===== config.mk =====
export PLATFORM = sky130hd
export DESIGN_NAME = lc3_execute
export DESIGN_NICKNAME = d
export VERILOG_FILES = /design/src/rtl/lc3_exec_pkg.sv /design/src/rtl/lc3_exec_alu.sv /design/src/rtl/lc3_execute.sv
export SDC_FILE = /design/constraint.sdc
export NUM_CORES = 1
export LEC_CHECK = 0
export CORE_MARGIN = 4
export CORE_UTILIZATION = 30
export CTS_BUF_LIST = sky130_fd_sc_hd__clkbuf_16
export CTS_CLUSTER_DIAMETER = 120
export DETAILED_ROUTE_END_ITERATION = 10
export SLEW_MARGIN = 20
export SYNTH_ARGS = -nofsm -noshare
export SYNTH_HDL_FRONTEND = slang
export SYNTH_SLANG_ARGS = --single-unit
export TNS_END_PERCENT = 10

===== constraint.sdc =====
create_clock -name clock -period 3.4 [get_ports clock]
set_clock_uncertainty 0.1 [all_clocks]
set_input_delay 0.68 -clock clock [delete_from_list [all_inputs] [get_ports clock]]
set_output_delay 0.68 -clock clock [all_outputs]
set_load 0.01 [all_outputs]

===== src/rtl/lc3_exec_pkg.sv =====
// Shared definitions for the LC-3 execute stage: opcodes, ALU control encoding,
// PC offset selects and the sign-extension helper.
package lc3_exec_pkg;

  localparam logic [3:0] OP_BR  = 4'b0000;
  localparam logic [3:0] OP_ADD = 4'b0001;
  localparam logic [3:0] OP_LD  = 4'b0010;
  localparam logic [3:0] OP_ST  = 4'b0011;
  localparam logic [3:0] OP_AND = 4'b0101;
  localparam logic [3:0] OP_LDR = 4'b0110;
  localparam logic [3:0] OP_STR = 4'b0111;
  localparam logic [3:0] OP_NOT = 4'b1001;
  localparam logic [3:0] OP_LDI = 4'b1010;
  localparam logic [3:0] OP_STI = 4'b1011;
  localparam logic [3:0] OP_JMP = 4'b1100;
  localparam logic [3:0] OP_LEA = 4'b1110;

  typedef enum logic [1:0] {
    ALU_ADD  = 2'b00,
    ALU_AND  = 2'b01,
    ALU_NOT  = 2'b10,
    ALU_RSVD = 2'b11
  } alu_ctrl_e;

  localparam logic [1:0] PCSEL1_OFF11 = 2'b00;
  localparam logic [1:0] PCSEL1_OFF9  = 2'b01;
  localparam logic [1:0] PCSEL1_OFF6  = 2'b10;
  localparam logic [1:0] PCSEL1_ZERO  = 2'b11;

  // Replicates bit msb of val into every higher bit position.
  function automatic logic [15:0] sext16(input logic [15:0] val, input logic [3:0] msb);
    logic [15:0] res;
    res = 16'h0000;
    for (int i = 0; i < 16; i++) begin
      if (i > int'(msb)) begin
        res[i] = val[msb];
      end else begin
        res[i] = val[i];
      end
    end
    return res;
  endfunction

endpackage


===== src/rtl/lc3_exec_alu.sv =====
// Combinational ALU of the LC-3 execute stage (ADD / AND / NOT; reserved code yields zero).
module lc3_exec_alu
  import lc3_exec_pkg::*;
#(
  parameter int DATA_W = 16
) (
  input  logic [DATA_W-1:0] val1,
  input  logic [DATA_W-1:0] op2,
  input  alu_ctrl_e         alu_control,
  output logic [DATA_W-1:0] result
);

  // Operation select; carry out of the adder is intentionally dropped.
  always_comb begin
    result = {DATA_W{1'b0}};
    case (alu_control)
      ALU_ADD: result = val1 + op2;
      ALU_AND: result = val1 & op2;
      ALU_NOT: result = ~val1;
      default: result = {DATA_W{1'b0}};
    endcase
  end

endmodule


===== src/rtl/lc3_execute.sv =====
// LC-3 execute stage: operand forwarding, ALU, PC adder and pipeline registers.
// Forwarding muxes are built only when LC3_EXEC_BYPASS_EN is defined.
module lc3_execute
  import lc3_exec_pkg::*;
#(
  parameter int DATA_W = 16
) (
  input  logic              clock,
  input  logic              reset,
  input  logic [5:0]        E_control,
  input  logic [DATA_W-1:0] IR,
  input  logic [DATA_W-1:0] npc_in,
  input  logic              bypass_alu_1,
  input  logic              bypass_alu_2,
  input  logic              bypass_mem_1,
  input  logic              bypass_mem_2,
  input  logic [DATA_W-1:0] VSR1,
  input  logic [DATA_W-1:0] VSR2,
  input  logic [1:0]        W_Control_in,
  input  logic              Mem_Control_in,
  input  logic              enable_execute,
  input  logic [DATA_W-1:0] Mem_Bypass_Val,
  output logic [DATA_W-1:0] aluout,
  output logic [DATA_W-1:0] pcout,
  output logic [DATA_W-1:0] M_Data,
  output logic [DATA_W-1:0] IR_Exec,
  output logic [2:0]        dr,
  output logic [2:0]        NZP,
  output logic [1:0]        W_Control_out,
  output logic              Mem_Control_out,
  output logic [2:0]        sr1,
  output logic [2:0]        sr2
);

  logic [3:0]        opcode_s;
  alu_ctrl_e         alu_control_s;
  logic [1:0]        pcselect1_s;
  logic [DATA_W-1:0] val1_s, val2_s, op2_s, alu_result_s;
  logic [DATA_W-1:0] offset_s, addend2_s, pc_sum_s, aluout_next_s;
  logic [2:0]        dr_next_s, nzp_next_s;

  assign opcode_s      = IR[15:12];
  assign alu_control_s = alu_ctrl_e'(E_control[5:4]);
  assign pcselect1_s   = E_control[3:2];
  assign sr1           = IR[8:6];

  // Store instructions read their data register from the DR field.
  always_comb begin
    if ((opcode_s == OP_ST) || (opcode_s == OP_STR) || (opcode_s == OP_STI)) begin
      sr2 = IR[11:9];
    end else begin
      sr2 = IR[2:0];
    end
  end

`ifdef LC3_EXEC_BYPASS_EN
  // Operand forwarding: ALU result is newer than the memory-stage value.
  always_comb begin
    if (bypass_alu_1) begin
      val1_s = aluout;
    end else if (bypass_mem_1) begin
      val1_s = Mem_Bypass_Val;
    end else begin
      val1_s = VSR1;
    end
    if (bypass_alu_2) begin
      val2_s = aluout;
    end else if (bypass_mem_2) begin
      val2_s = Mem_Bypass_Val;
    end else begin
      val2_s = VSR2;
    end
  end
`else
  logic unused_bypass_s;
  assign unused_bypass_s = ^{bypass_alu_1, bypass_alu_2, bypass_mem_1, bypass_mem_2, Mem_Bypass_Val};
  assign val1_s = VSR1;
  assign val2_s = VSR2;
`endif

  assign op2_s = E_control[0] ? val2_s : sext16(IR, 4'd4);

  lc3_exec_alu #(.DATA_W(DATA_W)) u_alu (
    .val1        (val1_s),
    .op2         (op2_s),
    .alu_control (alu_control_s),
    .result      (alu_result_s)
  );

  // PC-relative offset select and address adder.
  always_comb begin
    offset_s = {DATA_W{1'b0}};
    case (pcselect1_s)
      PCSEL1_OFF11: offset_s = sext16(IR, 4'd10);
      PCSEL1_OFF9:  offset_s = sext16(IR, 4'd8);
      PCSEL1_OFF6:  offset_s = sext16(IR, 4'd5);
      default:      offset_s = {DATA_W{1'b0}};
    endcase
  end

  assign addend2_s = E_control[1] ? npc_in : val1_s;
  assign pc_sum_s  = addend2_s + offset_s;

  // Opcode-dependent next values for aluout, dr and NZP.
  always_comb begin
    aluout_next_s = aluout;
    dr_next_s     = 3'b000;
    nzp_next_s    = 3'b000;
    case (opcode_s)
      OP_ADD, OP_AND, OP_NOT: begin
        aluout_next_s = alu_result_s;
        dr_next_s     = IR[11:9];
      end
      OP_LEA: begin
        aluout_next_s = pc_sum_s;
        dr_next_s     = IR[11:9];
      end
      OP_LD, OP_LDR, OP_LDI: dr_next_s  = IR[11:9];
      OP_BR:                 nzp_next_s = IR[11:9];
      OP_JMP:                nzp_next_s = 3'b111;
      default: begin
        aluout_next_s = aluout;
        dr_next_s     = 3'b000;
        nzp_next_s    = 3'b000;
      end
    endcase
  end

  // Pipeline registers; a stall holds everything but drops NZP so a branch is taken once.
  always_ff @(posedge clock) begin
    if (reset) begin
      aluout          <= {DATA_W{1'b0}};
      pcout           <= {DATA_W{1'b0}};
      M_Data          <= {DATA_W{1'b0}};
      IR_Exec         <= {DATA_W{1'b0}};
      dr              <= 3'b000;
      NZP             <= 3'b000;
      W_Control_out   <= 2'b00;
      Mem_Control_out <= 1'b0;
    end else if (enable_execute) begin
      aluout          <= aluout_next_s;
      pcout           <= pc_sum_s;
      M_Data          <= val2_s;
      IR_Exec         <= IR;
      dr              <= dr_next_s;
      NZP             <= nzp_next_s;
      W_Control_out   <= W_Control_in;
      Mem_Control_out <= Mem_Control_in;
    end else begin
      NZP             <= 3'b000;
    end
  end

endmodule


* After elaboration in Yosys (flattened, before gate mapping)
Cells that the tools add are included.
** Operators by class
- $add $sub $neg :: 2
- Equality and inequality tests :: 15
- Multiplexer cells :: 8
- Bitwise gates (word level) :: 3
- Reductions and logical operators :: 10
** Operator list (count)
- $pmux W16 S3 :: 2
- $add A16 B16 Y16 :: 2
- $mux W16 :: 2
- $pmux W16 S2 :: 1
- $eq A4 B4 Y1 const B :: 5
- $and A16 B16 Y16 :: 1
- $not A16 Y16 :: 1
- $eq A4 B3 Y1 const B :: 3
- $eq A4 B2 Y1 const B :: 2
- $reduce_or A7 Y1 :: 1
- $mux W3 :: 2
- $pmux W3 S2 :: 1
- $eq A2 B1 Y1 const B :: 2
- $eq A2 B2 Y1 const B :: 2
- $eq A4 B1 Y1 const B :: 1
- $logic_not A2 Y1 :: 2
- $logic_not A4 Y1 :: 1
- $reduce_or A3 Y1 :: 1
- $logic_or A1 B1 Y1 :: 2
- $reduce_and A2 Y1 :: 1
- $reduce_bool A2 Y1 :: 1
- $reduce_or A2 Y1 :: 1
- $not A1 Y1 :: 1
** Word-level totals
- Flip-flop bits (word level) :: 73
- Output and inout port bits :: 79

* Longest topological paths before layout
Gate-level depths: netlist (run 1).
- Word-level depth :: 4
- Depth in mapped cells :: 13

* Hierarchy
Synthesis (run 1) repeated with hierarchy kept, for this count alone.
** Unflattened totals
- Cells, all modules :: 625
- Area total of the unflattened synthesis :: 5205.0 µm²
** By module, submodules not included
- lc3_execute :: times used 1, cells each 471, area an instance 4136.5 µm², sequential area each 1461.4 µm²
- lc3_exec_alu :: times used 1, cells each 154, area an instance 1068.5 µm², sequential area each 0.0 µm²

* Worst setup path before layout (run 1)
No wires, ideal clock.
- Kind :: input to register
- Start point :: in E_control[1]
- End point :: reg aluout[11]
- Arrival time :: 3.378 ns
- Data required time :: 3.180 ns
- Path slack :: -0.198 ns
- Stages on the path :: 12
- Cell sequence :: clkbuf_1 -> buf_1 -> mux2_2 -> ha_1 -> buf_2 -> and3_1 -> and3_1 -> a2111oi_4 -> nor2_1 -> xnor2_1 -> a211oi_1 -> a211o_1
** On the way
- Longest elaborated chain between the ends :: 3
** RTL lines
- start: declaration :: RTL line lc3_execute.sv:10 : input logic [5:0] E_control,
- $mux W16 :: RTL line lc3_execute.sv:101 : assign addend2_s = E_control[1] ? npc_in : val1_s;
- $add A16 B16 Y16 :: RTL line lc3_execute.sv:102 : assign pc_sum_s = addend2_s + offset_s;
- $pmux W16 S2 :: RTL line lc3_execute.sv:109 : case (opcode_s)
- end signal: assignment :: RTL line lc3_execute.sv:132 : aluout <= {DATA_W{1'b0}};
- end signal: assignment :: RTL line lc3_execute.sv:141 : aluout <= aluout_next_s;
- end: declaration :: RTL line lc3_execute.sv:23 : output logic [DATA_W-1:0] aluout,
Every way passes these cells.
A chain may end at the register's enable or synchronous reset.

* Worst setup path in the final report (run 1)
- Start point :: in E_control[3]
- End point :: reg aluout[11]
** On the way
- Longest elaborated chain between the ends :: 4
- Elaborated cells on any way between the ends :: 6
- Classes of those cells :: 1 x add/sub; 2 x eq/ne; 2 x mux; 1 x reduce/logical
** RTL lines
- $eq A2 B2 Y1 (tied with other cells) :: RTL line lc3_execute.sv:93 : case (pcselect1_s)
- $pmux W16 S3 * :: RTL line lc3_execute.sv:93
- $add A16 B16 Y16 * :: RTL line lc3_execute.sv:102
- $pmux W16 S2 * :: RTL line lc3_execute.sv:109
Mark *: on every way between the ends. The rest lies on a longest branch, timed or not.

==> results of run 1 <==
## kinds of logic after synthesis
family	share of synthesized area (%)
compound gates	21.9
xor+xnor	4.12
fa+ha+maj	8.40
buf+inv	5.08
flops	28.7
mux	14.7
simple gates	17.2
## layout make-up
class / count / area [µm²] / share of cell area, %
clock inverters: 7 / 70.1 / 0.868
well taps: 220 / 275 / 3.41
repair buffers: 285 / 2530 / 31.4
multi-input cells: 496 / 3450 / 42.7
inverters: 16 / 60.1 / 0.744
flip-flops and latches: 73 / 1460 / 18.1
clock buffers: 9 / 225 / 2.79
## synthesized netlist by cell type (all sizes together) (3+ instances only)
library cell and number:
nand3 7, o21ai 36, ha 31, nand4 3, o211ai 11, nor2b 9
clkbuf 23, xnor2 14, dfxtp 73, xor2 10, nand2b 4, a221oi 3
nor2 81, buf 19, a31oi 3, o221ai 4, a21oi 57, nor3 11
mux2i 51, o21bai 3, inv 16, nand3b 3, nand2 59, a211o 6
and3 6, a21o 9, mux2 21, o21a 4, a211oi 17, and2 8
## through the flow
step | util [%] | TNS, ns | cells
after floorplan | - | -0.00736 | 627
after global placement | 46.3 | -6.52 | 1090
after detailed placement | 46.3 | -6.29 | 1090
after CTS | 48.1 | -0.00537 | 1106
after global routing | 48.5 | -0.0526 | 1106
final | 48.5 | 0 | 1106
## sequential cells by signal, indices dropped and copies added, names as in the netlist
register and cells:
NZP 3, M_Data 16, Mem_Control_out 1, pcout 16
aluout 16, dr 3, W_Control_out 2, IR_Exec 16
## timing repair
| action | 4_1_cts | 5_1_grt |
|---|---|---|
| resized for setup | 4 | 15 |
| hold endpoints to repair | 0 | 0 |
| setup endpoints to repair | 10 | 16 |
| cloned | 0 | 0 |
| pin swaps | 2 | 6 |
## how the worst max path moves through the flow
| stage | startpoint | end | slack, ns | cells past startpoint |
|---|---|---|---|---|
| 3_3_place_gp | E_control[0] | aluout[14]$_SDFFE_PP0P_ | -0.43 | 11 |
| 6_report | E_control[3] | aluout[11]$_SDFFE_PP0P_ | 0.07 | 11 |
| 5_1_grt | VSR2[0] | aluout[14]$_SDFFE_PP0P_ | -0.02 | 11 |
| 4_1_cts | E_control[1] | aluout[11]$_SDFFE_PP0P_ | -0.005 | 11 |
| 3_5_place_dp | E_control[0] | aluout[14]$_SDFFE_PP0P_ | -0.44 | 11 |
| 2_1_floorplan | E_control[0] | aluout[12]$_SDFFE_PP0P_ | -0.007 | 11 |
## critical path: cells and delay by family
kind,cells,cell delay [ns]
AND/OR/NAND/NOR,3,0.52
XOR/XNOR,1,0.23
adder cells (fa/ha/maj),1,0.34
buffers and inverters,2,0.60
AO/OA/AOI/OAI,4,1.10
## power groups by stage
stage | combinational, µW | sequential (µW) | clock (µW)
2_1_floorplan | 564 | 992 | 0
3_3_place_gp | 1180 | 966 | 0
3_5_place_dp | 1180 | 966 | 0
4_1_cts | 1190 | 948 | 992
5_1_grt | 1330 | 954 | 1030
6_report | 1210 | 947 | 957
## routing by layer
metal	wire length [µm]	share of wire [%]	up-vias
li1	-	-	2766
met1	7950	44	2454
met2	8410	47	135
met3	1330	7.4	18
met4	253	1.4	4
met5	26	0.14	-
==> summary.txt, run 1 <==
Critical path
  • Highest-delay cell along the critical path: sky130_fd_sc_hd__clkdlybuf4s50_1
  • Ordered list of cells on the worst path: clkdlybuf4s50_1 > buf_4 > o21ai_0 > ha_1 > and3_1 > and3_1 > a2111oi_4 > nor2_1 > xnor2_1 > a211oi_1 > a211o_1
  • Dominant cell type by count on the critical path: sky130_fd_sc_hd__and3_1
  • Peak per-stage delay on the critical path: 0.44 ns
  • Worst Path Arrival: about 3.5 ns
  • Startpoint class of the critical path: primary input
  • Worst-case register-to-register setup slack: ~2.6 ns
  • Worst path required time: ~3.5 ns
  • Number of cell instances on the worst register-to-register path: 3
  • Crit end category: flip-flop
  • Worst flop-to-flop path endpoint: dr[1]$_SDFFE_PP0P_
  • Reg2Reg Launch Point: dr[1]$_SDFFE_PP0P_
  • Crit Path Max Fanout: 5
  • Startpoint-to-endpoint class of the critical path: in2reg

Placed design
  • Gp weighted congestion: 0.883
  • Total half-perimeter wirelength after legalization and detailed placement: about 15000 µm
  • Port Buffer Count: 154
  • Pre-CTS setup slack: -0.435 ns
  • Total placed instance area: 7700 µm²

STA
  • Relative slew slack: 60.1%
  • Final Critical Period: 3.33 ns
  • Finish-stage setup viols: 0
  • Setup repair after global routing missed its margin: true
  • Final Hold Violating Endpoints: 0
  • Maximum operating frequency: 0.300 GHz
  • Transition at the pin with the smallest max-transition slack: 0.598 ns
  • Count of final max-slew check failures: 0
  • Part of the cycle the worst path needs: between 90 and 100%
  • Setup slack after layout: just under 0.07 ns
  • Worst hold slack: 0.350 ns

Logic synthesis
  • Post-Syn Area per Cell: 8.13 µm²
  • Number of warning messages in the yosys log: 0
  • Cell type with the largest total area after synthesis: sky130_fd_sc_hd__dfxtp_1
  • Most instantiated flip-flop cell in the synthesis netlist: sky130_fd_sc_hd__dfxtp_1
  • Share of Yosys cell area claimed by the top area cell type: 28.7%
  • Synth unique cells: between 50 and 60
  • Instance count of the mapped netlist: 627
  • Top post-synthesis cells by area: sky130_fd_sc_hd__dfxtp_1 (29%), sky130_fd_sc_hd__mux2i_1 (10%), sky130_fd_sc_hd__ha_1 (7.6%)
  • Share of synthesized area occupied by flip-flops and latches: around 29%
  • Flip-flop and latch count after synthesis: 73
  • Synthesized cell area: 5100 µm²
  • Number of flops mapped to enable cells by yosys: 0
  • FFs w/ async S/R, synth: 0%
  • Net count after synthesis: ~760

Cells and area
  • Commonest cells after routing, fill and taps aside: sky130_fd_sc_hd__clkdlybuf4s50_1 (148), sky130_fd_sc_hd__buf_4 (131), sky130_fd_sc_hd__nor2_1 (81)
  • Most frequent standard cell in the layout excluding fill and tap cells: sky130_fd_sc_hd__clkdlybuf4s50_1
  • Layout filler cell count: 1700
  • Antenna diode instance count: 0
  • Post-synthesis to final-layout area growth: 58.5%
  • Total non-filler cell area in the finished layout: 8080 µm²
  • Proportion of layout cells with a drive suffix above 1: between 20% and 30%
  • Net count of the finished layout: slightly above 1000

GRT
  • Largest net degree at the start of global routing: 50
  • Number of global-route vias before repair: 5513
  • Global-route track usage on met1: 22.9%
  • Global-route track usage on met2: 31.2%
  • First-pass GRT wire length: 28900 µm
  • Grt ovf: 0
  • Initial antenna violation count: 2
  • Busiest layer in global routing: met2
  • Global routing usage summed across all routing layers: 18.7%
  • Global routing met3 resource utilization: 7.11%

CTS
  • Clock buffers created by TritonCTS: 9
  • Clock sink total: 73
  • Clock transition time at the flip-flop clock pins of the worst setup and hold paths: 0.06 ns
  • H-tree levels: 3
  • Setup Buffers After CTS: 0
  • Hold-fix buffers at CTS: 0
  • Source-to-sink clock delay at the later pin of the worst-skew pair: 0.34 ns
  • Root buffer selected by CTS: sky130_fd_sc_hd__clkbuf_16
  • CTS tree: built
  • Number of buffers on the longest clock path: 2

Drt
  • Total detailed-routing wirelength: 18000 µm
  • Post-detailed-route count of antenna-violating nets: 0
  • Detail-routed net length per standard cell: 16.2 µm
  • Detailed-route vias per instance: 4.86
  • Via Count: 5377
  • Number of DRC violations after detailed-routing iteration 0: about 230
  • Length of the first detailed-routing pass in iterations: 4
  • DRC errors left: 0

Power
  • Power per Cell Area: a little under 400 nW/µm²
  • Internal power of the cells: 2140 µW
  • Combinational group share of total power: 38.8%
  • Switching share of power: 31.3%
  • Leakage: 0.00352 µW
  • NetSw: 975 µW
  • Clock power frac: 30.8%
  • Total power consumption of the routed design: 3110 µW
  • Reg power frac: 30.5%
  • Max IR drop VDD: 0.394 mV

Die
  • Vert. Die Dim: approximately 140 µm
  • Total I/O pin count: 175
  • Core area: about 17000 µm²
  • Initial standard-cell utilization of the core: a little under a third
  • Overall die area: 19100 µm²
  • Site row count: 47
  • Die width: 138 µm

Status
  • Outcome: completed

Flow run
  • Maximum Capacitance Violations: 0

Min path
  • Worst min-delay path startpoint: aluout[6]$_SDFFE_PP0P_
  • Hold-critical path depth: 2
  • Hold/Removal Path Class: reg2reg
  • Hold Crit Endpoint: aluout[6]$_SDFFE_PP0P_
No activity file was read; power rests on OpenSTA's default activity.
==> inputs of run 2 (changes only) <==
TNS_END_PERCENT = default   (was 10)
==> run 2 against run 1 <==
- non-clock buffer count grew 7
- sequential share of layout area shrank 0.46 points
- global-route usage grew 0.18 points
- routed wire length grew 1.7%
- first-iteration DRC count shrank 6.4%
- count of clock-buffer cells in the layout is the same
- core utilization grew 1.3 points
- die area is the same
- via count grew 1.3%
- sequential cell count is the same
- critical path type unchanged
- critical endpoint is now pcout[13]$_SDFFE_PP0P_
==> summary.txt, run 2 (synthesis results as in run 1) <==
GRT
  • Number of global-route vias before repair: 5586 (+1.3%)
  • Grt ovf: 0 (unchanged)
  • First-pass GRT wire length: 29100 µm (+0.57%)
  • Largest net degree at the start of global routing: 45 (-10%)
  • Initial antenna violation count: 0 (-2)
  • Global routing usage summed across all routing layers: 18.9% (+0.18 points)

STA
  • Count of final max-slew check failures: 0 (unchanged)
  • Transition at the pin with the smallest max-transition slack: 0.590 ns (-0.00799 ns)
  • Final Critical Period: 3.36 ns (+0.0239 ns)
  • Part of the cycle the worst path needs: 98.7% (+0.70 points)
  • Maximum operating frequency: 0.298 GHz (-0.71%)
  • Setup repair after global routing missed its margin: true
  • Finish-stage setup viols: 0 (unchanged)
  • Relative slew slack: 60.7% (+0.54 points)
  • Final Hold Violating Endpoints: 0 (unchanged)

Critical path
  • Family with the most delay on the worst path: compound AO/OA/AOI/OAI gates
  • Startpoint-to-endpoint class of the critical path: in2reg
  • Crit end category: flip-flop
  • Worst Path Arrival: 3.48 ns (about the same)
  • Crit Path Max Fanout: 5 (unchanged)
  • Startpoint class of the critical path: primary input
  • Worst path required time: 3.52 ns (-0.02 ns)
  • Ordered list of cells on the worst path: clkdlybuf4s50_1 > buf_4 > o21ai_0 > ha_4 > and3_4 > and3_4 > a2111oi_4 > o21bai_1 > a211o_1 > nand3_1 > o32ai_1
  • Dominant cell type by count on the critical path: sky130_fd_sc_hd__and3_4
  • Highest-delay cell along the critical path: sky130_fd_sc_hd__clkdlybuf4s50_1
  • Sum of buffers and inverters on the critical path: 2 (unchanged)
  • Peak per-stage delay on the critical path: 0.44 ns (about the same)

Die
  • Initial standard-cell utilization of the core: 30.6% (unchanged)
  • Die width: 138 µm (unchanged)
  • Core area: 16600 µm² (unchanged)
  • Vert. Die Dim: 138 µm (unchanged)
  • Overall die area: 19100 µm² (unchanged)
  • Site row count: 47 (unchanged)
  • Total I/O pin count: 175 (unchanged)

Drt
  • Number of DRC violations after detailed-routing iteration 0: 218 (-6.4%)
  • Length of the first detailed-routing pass in iterations: 4 (unchanged)
  • Post-detailed-route count of antenna-violating nets: 0 (unchanged)
  • Via Count: 5449 (+1.3%)
  • Total detailed-routing wirelength: 18300 µm (+1.7%)
  • DRC errors left: 0 (unchanged)
  • Detail-routed net length per standard cell: 16.4 µm (+0.96%)
  • Detailed-route vias per instance: 4.89 (+0.61%)

CTS
  • Root buffer selected by CTS: sky130_fd_sc_hd__clkbuf_16
  • Number of buffers on the longest clock path: 2 (unchanged)
  • Clock transition time at the flip-flop clock pins of the worst setup and hold paths: 0.06 ns (about the same)
  • Clock buffers created by TritonCTS: 9 (unchanged)
  • CTS tree: built
  • H-tree levels: 3 (unchanged)
  • Hold-fix buffers at CTS: 0 (unchanged)
  • Source-to-sink clock delay at the later pin of the worst-skew pair: 0.35 ns (about the same)
  • Clock sink total: 73 (unchanged)

Power
  • NetSw: 998 µW (+2.4%)
  • Combinational group share of total power: 39.9% (+1.1 points)
  • Power per Cell Area: 382 nW/µm² (-0.74%)
  • Clock power frac: 30.2% (-0.6 points)
  • Internal power of the cells: 2170 µW (+1.6%)
  • Max IR drop VDD: 0.239 mV (-39%)
  • Total power consumption of the routed design: 3170 µW (+1.9%)
  • Leakage: 0.00358 µW (+1.7%)
  • Reg power frac: 29.9% (-0.6 points)
  • Switching share of power: 31.5% (+0.17 points)

Min path
  • Hold/Removal Path Class: reg2reg

Cells and area
  • Final Non-Filler Cells: 1114 (+0.72%)
  • Post-synthesis to final-layout area growth: 62.6%
  • Most frequent standard cell in the layout excluding fill and tap cells: sky130_fd_sc_hd__clkdlybuf4s50_1
  • Net count of the finished layout: 1017 (+0.69%)
  • Commonest cells after routing, fill and taps aside: sky130_fd_sc_hd__clkdlybuf4s50_1 (149), sky130_fd_sc_hd__buf_4 (135), sky130_fd_sc_hd__nor2_1 (81)
  • Layout filler cell count: 1651 (-2.9%)
  • Proportion of layout cells with a drive suffix above 1: 23.7% (+2.5 points)

Placed design
  • Inst Count DP: 1095 (+0.46%)
  • Total half-perimeter wirelength after legalization and detailed placement: 14700 µm (+1.0%)
  • Port Buffer Count: 154 (unchanged)
  • Gp weighted congestion: 0.899 (+1.8%)

Status
  • Outcome: completed

Flow run
  • Maximum Capacitance Violations: 0 (unchanged)
==> run 2: changes by cell type in the layout (fill, tap and decap cells not counted), moves of 3 or more <==
cell | previous run | this run
sky130_fd_sc_hd__mux2_4 | 0 | 3
sky130_fd_sc_hd__mux2_2 | 21 | 18
sky130_fd_sc_hd__buf_4 | 131 | 135
sky130_fd_sc_hd__buf_6 | 0 | 3
sky130_fd_sc_hd__ha_4 | 1 | 9
sky130_fd_sc_hd__ha_1 | 30 | 21
==> run 2: final timing paths <==
path / start / end / slack, ns / depth (start not counted)
worst max register to register: dr[2]$_SDFFE_PP0P_ / dr[2]$_SDFFE_PP0P_ / 2.56 / 3
worst min-delay path: aluout[3]$_SDFFE_PP0P_ / aluout[3]$_SDFFE_PP0P_ / 0.35 / 2
worst max-delay path: E_control[3] / pcout[13]$_SDFFE_PP0P_ / 0.04 / 11
worst min register to register: aluout[3]$_SDFFE_PP0P_ / aluout[3]$_SDFFE_PP0P_ / 0.35 / 2
==> run 2: power groups by stage <==
stage	Combinational, µW	Sequential, µW	Clock (µW)
floorplan	564	992	0
CTS	1210	948	997
detailed placement	1200	967	0
finish	1260	947	958
global placement	1190	965	0
global route	1390	955	1020
==> run 2: cell type report <==
cell class                      count  area [µm²]  area share [%]
Inverter                           16        60.1           0.725
Timing Repair Buffer              292        2600            31.4
Multi-Input combinational cell    496        3590            43.4
Tap cell                          220         275            3.32
Antenna cell                        1        2.50          0.0302
Sequential cell                    73        1460            17.6
Clock buffer                        9         225            2.72
Clock inverter                      7        68.8           0.830
==> run 2: timing repair <==
action | CTS | global route
buffers inserted | 0 | 2
gates cloned | 0 | 0
endpoints found under the setup margin | 7 | 17
gates resized for setup | 7 | 34
pin swaps | 2 | 22
==> run 2: routing by layer <==
layer	GRT usage (%)	vias to the layer above	part of all wire, %
li1	-	2775	-
met1	23.0	2499	43
met2	32.4	152	47
met3	5.97	23	7.4
met4	5.04	0	1.8
met5	0	-	0
==> run 2: worst register-to-register path, stage by stage (launching register included) <==
cell and delay [ns]:
sky130_fd_sc_hd__dfxtp_1 0.30, sky130_fd_sc_hd__nor2b_1 0.12, sky130_fd_sc_hd__a21oi_1 0.14, sky130_fd_sc_hd__nor2_1 0.05
==> run 2: per-stage QoR <==
stage / worst slack (ns) / utilization [%] / setup TNS, ns / hold slack, ns / instance area, µm²
final: 0.0446 / 49.8 / 0 / 0.354 / 8290
after floorplan: 0.0514 / - / 0 / 0.376 / 5100
after global routing: -0.0281 / 49.8 / -0.0603 / 0.385 / 8290
after global placement: -0.490 / 46.5 / -6.30 / 0.345 / 7740
after detailed placement: -0.514 / 46.5 / -6.49 / 0.346 / 7740
after CTS: 0.00533 / 48.5 / 0 / 0.355 / 8070
